===== config.mk =====
export PLATFORM = sky130hd
export DESIGN_NAME = axi_write_packer_flat
export DESIGN_NICKNAME = d
export VERILOG_FILES = /design/src/rtl/axi_write_packer_if.sv /design/src/rtl/axi_write_packer.sv /design/src/flat_wrapper.sv
export SDC_FILE = /design/constraint.sdc
export NUM_CORES = 2
export LEC_CHECK = 0
export CAP_MARGIN = 20
export CORE_MARGIN = 2
export CORE_UTILIZATION = 49
export DETAILED_ROUTE_END_ITERATION = 16
export MAX_ROUTING_LAYER = met4
export PLACE_DENSITY = 0.72
export SYNTH_ARGS = -nofsm -noshare
export SYNTH_HDL_FRONTEND = slang
export SYNTH_SLANG_ARGS = --single-unit

===== constraint.sdc =====
create_clock -name m_axis_aclk -period 1.97 [get_ports m_axis_aclk]
set_input_delay 0.2955 -clock m_axis_aclk [delete_from_list [all_inputs] [get_ports m_axis_aclk]]
set_output_delay 0.2955 -clock m_axis_aclk [all_outputs]
set_load 0.1 [all_outputs]

===== src/rtl/axi_write_packer_if.sv =====
// ---------------------------------------------------------------------------
// axi_write_packer_if
//
// AXI4-Stream beat bundle for the write-path output of axi_write_packer.
//
// Signals:
//   tvalid  beat valid (master -> slave)
//   tready  downstream ready (slave -> master)
//   tdata   packed beat, record k in bits [32k+31:32k]
//   tkeep   byte enables
//   tlast   final beat of the stream
//
// Modports: master (packer side), slave (downstream / memory writer side).
// ---------------------------------------------------------------------------
interface axi_write_packer_if #(
   parameter int C_AXIS_TDATA_WIDTH = 512
);

   logic                              tvalid;
   logic                              tready;
   logic [C_AXIS_TDATA_WIDTH-1:0]     tdata;
   logic [C_AXIS_TDATA_WIDTH/8-1:0]   tkeep;
   logic                              tlast;

   modport master (
      output tvalid,
      output tdata,
      output tkeep,
      output tlast,
      input  tready
   );

   modport slave (
      input  tvalid,
      input  tdata,
      input  tkeep,
      input  tlast,
      output tready
   );

endinterface


===== src/rtl/axi_write_packer.sv =====
// ---------------------------------------------------------------------------
// axi_write_packer
//
// Drains C_SORTER_BIT_WIDTH-bit sorted records from a first-word-fall-through
// output FIFO and packs LANES = C_AXIS_TDATA_WIDTH/C_SORTER_BIT_WIDTH of them
// into each AXI4-Stream beat. A record value of 0 is the end-of-stream
// sentinel: it is popped without being stored and flushes a final beat with
// tlast=1 (unused lanes zero; an empty final beat is all-zero data).
//
// Ports:
//   m_axis_aclk     clock
//   m_axis_aresetn  asynchronous active-low reset
//   fifo_empty      output FIFO empty flag (FWFT)
//   out_fifo_data   head record, valid while fifo_empty=0
//   out_fifo_rd_en  pops the head record (combinational)
//   m_axis          axi_write_packer_if.master: tvalid/tready/tdata/tkeep/tlast
//
// Build option:
//   AXI_WRITE_PACKER_TKEEP_EN  when defined, the tlast beat enables only the
//                              bytes of filled lanes (empty final beat -> 0);
//                              otherwise tkeep is all-ones on every beat.
// ---------------------------------------------------------------------------
module axi_write_packer #(
   parameter int C_AXIS_TDATA_WIDTH = 512,
   parameter int C_SORTER_BIT_WIDTH = 32
) (
   input  logic                          m_axis_aclk,
   input  logic                          m_axis_aresetn,
   input  logic                          fifo_empty,
   input  logic [C_SORTER_BIT_WIDTH-1:0] out_fifo_data,
   output logic                          out_fifo_rd_en,
   axi_write_packer_if.master            m_axis
);

   localparam int LANES  = C_AXIS_TDATA_WIDTH / C_SORTER_BIT_WIDTH;
   localparam int LANE_W = (LANES > 1) ? $clog2(LANES) : 1;
   localparam int KEEP_W = C_AXIS_TDATA_WIDTH / 8;
   localparam logic [LANE_W-1:0] LAST_LANE = LANE_W'(LANES - 1);

   typedef enum logic {
      ACCUM = 1'b0,
      SEND  = 1'b1
   } state_e;

   state_e                        state_q,    state_d;
   logic [LANE_W-1:0]             lane_cnt_q, lane_cnt_d;
   logic [C_AXIS_TDATA_WIDTH-1:0] acc_q,      acc_d;
   logic [C_AXIS_TDATA_WIDTH-1:0] tdata_q,    tdata_d;
   logic [KEEP_W-1:0]             tkeep_q,    tkeep_d;
   logic                          tvalid_q,   tvalid_d;
   logic                          tlast_q,    tlast_d;

   logic                          rec_is_sentinel;
   logic [C_AXIS_TDATA_WIDTH-1:0] acc_ins;
   logic [KEEP_W-1:0]             final_keep;

   assign rec_is_sentinel = (out_fifo_data == '0);

   // Accumulator with the head record written into the current lane.
   always_comb begin
      acc_ins = acc_q;
      for (int unsigned k = 0; k < LANES; k++) begin
         if (LANE_W'(k) == lane_cnt_q) begin
            acc_ins[k*C_SORTER_BIT_WIDTH +: C_SORTER_BIT_WIDTH] = out_fifo_data;
         end
      end
   end

   // Byte enables for the tlast beat; lane_cnt_q is the number of filled lanes.
`ifdef AXI_WRITE_PACKER_TKEEP_EN
   localparam int BYTES_PER_LANE = C_SORTER_BIT_WIDTH / 8;
   always_comb begin
      final_keep = '0;
      for (int unsigned k = 0; k < LANES; k++) begin
         if (LANE_W'(k) < lane_cnt_q) begin
            final_keep[k*BYTES_PER_LANE +: BYTES_PER_LANE] = '1;
         end
      end
   end
`else
   assign final_keep = '1;
`endif

   // State register and datapath flops.
   always_ff @(posedge m_axis_aclk or negedge m_axis_aresetn) begin
      if (!m_axis_aresetn) begin
         state_q    <= ACCUM;
         lane_cnt_q <= '0;
         acc_q      <= '0;
         tdata_q    <= '0;
         tkeep_q    <= '0;
         tvalid_q   <= 1'b0;
         tlast_q    <= 1'b0;
      end else begin
         state_q    <= state_d;
         lane_cnt_q <= lane_cnt_d;
         acc_q      <= acc_d;
         tdata_q    <= tdata_d;
         tkeep_q    <= tkeep_d;
         tvalid_q   <= tvalid_d;
         tlast_q    <= tlast_d;
      end
   end

   // Next-state logic.
   always_comb begin
      state_d = state_q;
      unique case (state_q)
         ACCUM: begin
            if (!fifo_empty && (rec_is_sentinel || lane_cnt_q == LAST_LANE)) begin
               state_d = SEND;
            end
         end
         SEND: begin
            if (m_axis.tready) begin
               state_d = ACCUM;
            end
         end
         default: state_d = ACCUM;
      endcase
   end

   // Output / datapath logic.
   always_comb begin
      out_fifo_rd_en = (state_q == ACCUM) && !fifo_empty;
      lane_cnt_d     = lane_cnt_q;
      acc_d          = acc_q;
      tdata_d        = tdata_q;
      tkeep_d        = tkeep_q;
      tvalid_d       = tvalid_q;
      tlast_d        = tlast_q;

      unique case (state_q)
         ACCUM: begin
            if (out_fifo_rd_en) begin
               if (!rec_is_sentinel) begin
                  acc_d      = acc_ins;
                  lane_cnt_d = lane_cnt_q + LANE_W'(1);
                  if (lane_cnt_q == LAST_LANE) begin
                     tdata_d  = acc_ins;
                     tkeep_d  = '1;
                     tvalid_d = 1'b1;
                     tlast_d  = 1'b0;
                  end
               end else begin
                  // Sentinel is consumed but never stored; unused lanes are
                  // already zero because the accumulator clears per beat.
                  tdata_d  = acc_q;
                  tkeep_d  = final_keep;
                  tvalid_d = 1'b1;
                  tlast_d  = 1'b1;
               end
            end
         end
         SEND: begin
            if (m_axis.tready) begin
               tvalid_d   = 1'b0;
               tlast_d    = 1'b0;
               acc_d      = '0;
               lane_cnt_d = '0;
            end
         end
         default: ;
      endcase
   end

   assign m_axis.tvalid = tvalid_q;
   assign m_axis.tdata  = tdata_q;
   assign m_axis.tkeep  = tkeep_q;
   assign m_axis.tlast  = tlast_q;

endmodule


===== src/flat_wrapper.sv =====
// flat-port wrapper written by rule: the top's interface ports become plain ports
module axi_write_packer_flat 
#(
   parameter int C_AXIS_TDATA_WIDTH = 512,
   parameter int C_SORTER_BIT_WIDTH = 32
)
  (m_axis_aclk, m_axis_aresetn, fifo_empty, out_fifo_data, out_fifo_rd_en, m_axis_tvalid, m_axis_tdata, m_axis_tkeep, m_axis_tlast, m_axis_tready);
  axi_write_packer_if #(.C_AXIS_TDATA_WIDTH(C_AXIS_TDATA_WIDTH)) m_axis_i ();
  input  logic m_axis_aclk;
  input  logic m_axis_aresetn;
  input  logic fifo_empty;
  input  logic [C_SORTER_BIT_WIDTH-1:0] out_fifo_data;
  output logic out_fifo_rd_en;
  output wire logic [$bits(m_axis_i.tvalid)-1:0] m_axis_tvalid;
  output wire logic [$bits(m_axis_i.tdata)-1:0] m_axis_tdata;
  output wire logic [$bits(m_axis_i.tkeep)-1:0] m_axis_tkeep;
  output wire logic [$bits(m_axis_i.tlast)-1:0] m_axis_tlast;
  input wire logic [$bits(m_axis_i.tready)-1:0] m_axis_tready;
  assign m_axis_tvalid = m_axis_i.tvalid;
  assign m_axis_tdata = m_axis_i.tdata;
  assign m_axis_tkeep = m_axis_i.tkeep;
  assign m_axis_tlast = m_axis_i.tlast;
  assign m_axis_i.tready = m_axis_tready;
  axi_write_packer #(.C_AXIS_TDATA_WIDTH(C_AXIS_TDATA_WIDTH), .C_SORTER_BIT_WIDTH(C_SORTER_BIT_WIDTH)) u_core (.m_axis_aclk(m_axis_aclk), .m_axis_aresetn(m_axis_aresetn), .fifo_empty(fifo_empty), .out_fifo_data(out_fifo_data), .out_fifo_rd_en(out_fifo_rd_en), .m_axis(m_axis_i));
endmodule

==> metrics.txt <==
outcome=finished, violations left; failing checks=setup timing; initial antenna violation count=4; Starting Density=49.7%; worst setup margin=-37.6 ps; DR vias/cell=5.75; Tightest Hold Check Type=in -> async; number of distinct library cells after synthesis=38; die span in y=296 um; number of detailed-routing iterations run before antenna repair=6; # fillers=6328; Required @ worst endpoint=2520 ps; hold violation count in the final report=0; final non-filler cell total=5609; count of clock tree sinks=1032; post-synthesis cell type with the largest combined area=sky130_fd_sc_hd__dfrtp_1; pin count of the biggest net entering global routing=111; fraction of post-synthesis cell area in the top cell type by area=61.9%; via count of the first global-routing pass=30400; slowest stage cell on the critical path=sky130_fd_sc_hd__dfrtp_1; Detailed Place HPWL=81600 um; arrival time at the worst endpoint=2560 ps; GRT Total Usage=31.1%; cells taking the most area after synthesis=sky130_fd_sc_hd__dfrtp_1 (62%), sky130_fd_sc_hd__nand2_1 (10%), sky130_fd_sc_hd__mux2_1 (8.8%), sky130_fd_sc_hd__o21ai_0 (6.1%), sky130_fd_sc_hd__o221a_2 (2.6%); portion of the post-synthesis area used by sequential elements=61.9%; I/O pins=615; Syn Area/Cell=10.9 um^2; unrepaired setup endpoints after global routing=true; detailed router's first-iteration violation count=3010; Reg clk slew, reported paths=60 ps; layout cell share with drive strength beyond 1=28.7%; Critical Path Max Stage Delay=390 ps; floorplan die width=296 um; cts bufs inserted=103; EDFF count, synth=0; Final nets=4432; root buf cell=sky130_fd_sc_hd__clkbuf_16; Clock Tree Buf Depth=3; number of instances in the synthesized netlist=3828; Main synth FF type=sky130_fd_sc_hd__dfrtp_1; first-pass GRT wire length=197000 um; list of most frequent post-synthesis cells=sky130_fd_sc_hd__nand2_1 (1109), sky130_fd_sc_hd__dfrtp_1 (1032), sky130_fd_sc_hd__o21ai_0 (510); CP endpoint kind=flop; final critical path time including I/O delays and setup=2010 ps; H-tree levels=3; slew at the pin with the worst max-slew slack=656 ps; number of synthesis warnings=0; placed cells=5364; post-synthesis register bit count=1032; clock tree from TritonCTS=built; Routed Antenna Nets=0; Final Routed Wirelength=140000 um; CP Max Fanout=20; number of max-capacitance violations reported=0; fraction of registers with async set/reset=100%; grt total ovfl=0; final number of setup-violating endpoints=64; critical-path cell list=ha_2, and3_4, o21ai_4, buf_12, clkbuf_16, buf_16, mux2_2; library cell with the highest instance count after synthesis=sky130_fd_sc_hd__nand2_1; Fin Hold WS=91.5 ps; wire length per cell after detailed routing=24.9 um; area added between synthesis and finish=31.0%; total count of max-transition violations in the final report=0; Max Clock Skew=43.7 ps; port bufs=614; highest achievable clock rate=498 MHz; Critical Setup Path Class=reg -> reg; final routed DRC violation total=0; number of core rows=106; share of the core filled with cells=65.1%; Synth Cell Area=41700 um^2; worst relative slew slack=56.3%; kind of launch point of the worst setup path=flop; full die area=87500 um^2; period utilisation layout=102%; count of vias placed by the detailed router=32200; Synth Net Count=3868; core area=84000 um^2; latest clock arrival within the worst-skew pair=670 ps; Placer Congestion=0.835
-- metrics by stage --
stage / setup WS, ps / cell area (um^2) / setup TNS [ps]
floorplan: -24.9 / 41700 / -6150
global placement: -550 / 49200 / -440880
finish: -37.6 / 54600 / -683
CTS: -93.8 / 53200 / -2400
global route: -64.6 / 54600 / -5020
detailed placement: -552 / 49200 / -435440
-- sequential cells by signal, indices dropped and copies added (netlist names) --
register / cells
u_core.m_axis.tdata: 512
u_core.m_axis.tvalid: 1
u_core.state_q: 1
u_core.lane_cnt_q: 4
u_core.m_axis.tlast: 1
u_core.m_axis.tkeep: 1
u_core.acc_q: 512
-- path summary, 6_finish.rpt --
check                                      from                       end  slack [ps]  depth (start not counted)
hold / removal                   m_axis_aresetn   u_core.m_axis.tdata[65]          90                          2
setup reg to reg           u_core.lane_cnt_q[0]   u_core.m_axis.tdata[38]         -40                          7
hold reg to reg               u_core.acc_q[345]  u_core.m_axis.tdata[345]         460                          1
min in group m_axis_aclk      out_fifo_data[23]         u_core.acc_q[311]         230                          4
setup / recovery           u_core.lane_cnt_q[0]   u_core.m_axis.tdata[38]         -40                          7
max in group asynchronous        m_axis_aresetn  u_core.m_axis.tdata[380]         950                          4
-- critical path: cells and delay by family, from the launching register on --
| family | cells | cell delay, ps |
|---|---|---|
| buf+inv | 3 | 620 |
| flops | 1 | 390 |
| mux | 1 | 340 |
| fa+ha+maj | 1 | 200 |
| simple gates | 1 | 160 |
| compound gates | 1 | 150 |
-- repair_timing --
action,in CTS,in global routing
cloned,6,35
resized for setup,21,107
buffers inserted,5,11
endpoints found under the hold margin,608,0
hold buffers,1,0
setup endpoints to repair,143,569
pin swaps,1,2
-- cell usage in the layout (no fill, tap or decap), types with 7 or more instances in the layout --
master | synthesis | final
sky130_fd_sc_hd__a2bb2oi_1 | 32 | 30
sky130_fd_sc_hd__o22ai_1 | 98 | 89
sky130_fd_sc_hd__nor4_1 | 9 | 7
sky130_fd_sc_hd__clkbuf_16 | 0 | 135
sky130_fd_sc_hd__buf_12 | 0 | 144
sky130_fd_sc_hd__buf_2 | 71 | 32
sky130_fd_sc_hd__o221a_2 | 96 | 96
sky130_fd_sc_hd__clkbuf_8 | 0 | 19
sky130_fd_sc_hd__nor3_1 | 32 | 32
sky130_fd_sc_hd__buf_16 | 0 | 16
sky130_fd_sc_hd__a21oi_4 | 0 | 17
sky130_fd_sc_hd__mux2_1 | 327 | 273
sky130_fd_sc_hd__o22ai_2 | 0 | 9
sky130_fd_sc_hd__mux2_2 | 57 | 44
sky130_fd_sc_hd__buf_6 | 0 | 9
sky130_fd_sc_hd__bufinv_16 | 0 | 16
sky130_fd_sc_hd__clkbuf_1 | 239 | 17
sky130_fd_sc_hd__o21ai_1 | 37 | 40
sky130_fd_sc_hd__o21ai_0 | 510 | 506
sky130_fd_sc_hd__buf_4 | 89 | 619
sky130_fd_sc_hd__nor2_1 | 32 | 32
sky130_fd_sc_hd__clkinv_2 | 0 | 17
sky130_fd_sc_hd__dfrtp_1 | 1032 | 1031
sky130_fd_sc_hd__mux2_4 | 0 | 67
sky130_fd_sc_hd__nand2_1 | 1109 | 1105
-- routing by layer --
metal | track usage (%) | part of all wire (%)
met4 | 12.0 | 4.5
met5 | - | 0
met2 | 45.3 | 46
met3 | 6.66 | 9.3
met1 | 42.8 | 41
-- kinds of logic after synthesis --
family | after synthesis | synth area share, %
AO/OA/AOI/OAI | 798 | 11.7
XOR/XNOR | 2 | 0.0420
adder cells (fa/ha/maj) | 4 | 0.120
buffers and inverters | 405 | 4.66
flip-flops | 1032 | 61.9
multiplexers | 384 | 10.4
AND/OR/NAND/NOR | 1203 | 11.1
-- layout make-up --
type / instances / area (um^2) / share of cell area [%]
flip-flops and latches: 1032 / 25800 / 47.3
multi-input cells: 2391 / 14500 / 26.6
repair buffers: 860 / 9180 / 16.8
clock buffers: 140 / 2930 / 5.36
well taps: 1134 / 1420 / 2.60
clock inverters: 45 / 733 / 1.34
inverters: 4 / 20.0 / 0.0366
diodes: 3 / 7.51 / 0.0137
Power is not shown: default switching activity piles up to over one toggle a cycle in this logic, so the estimate is an artifact.
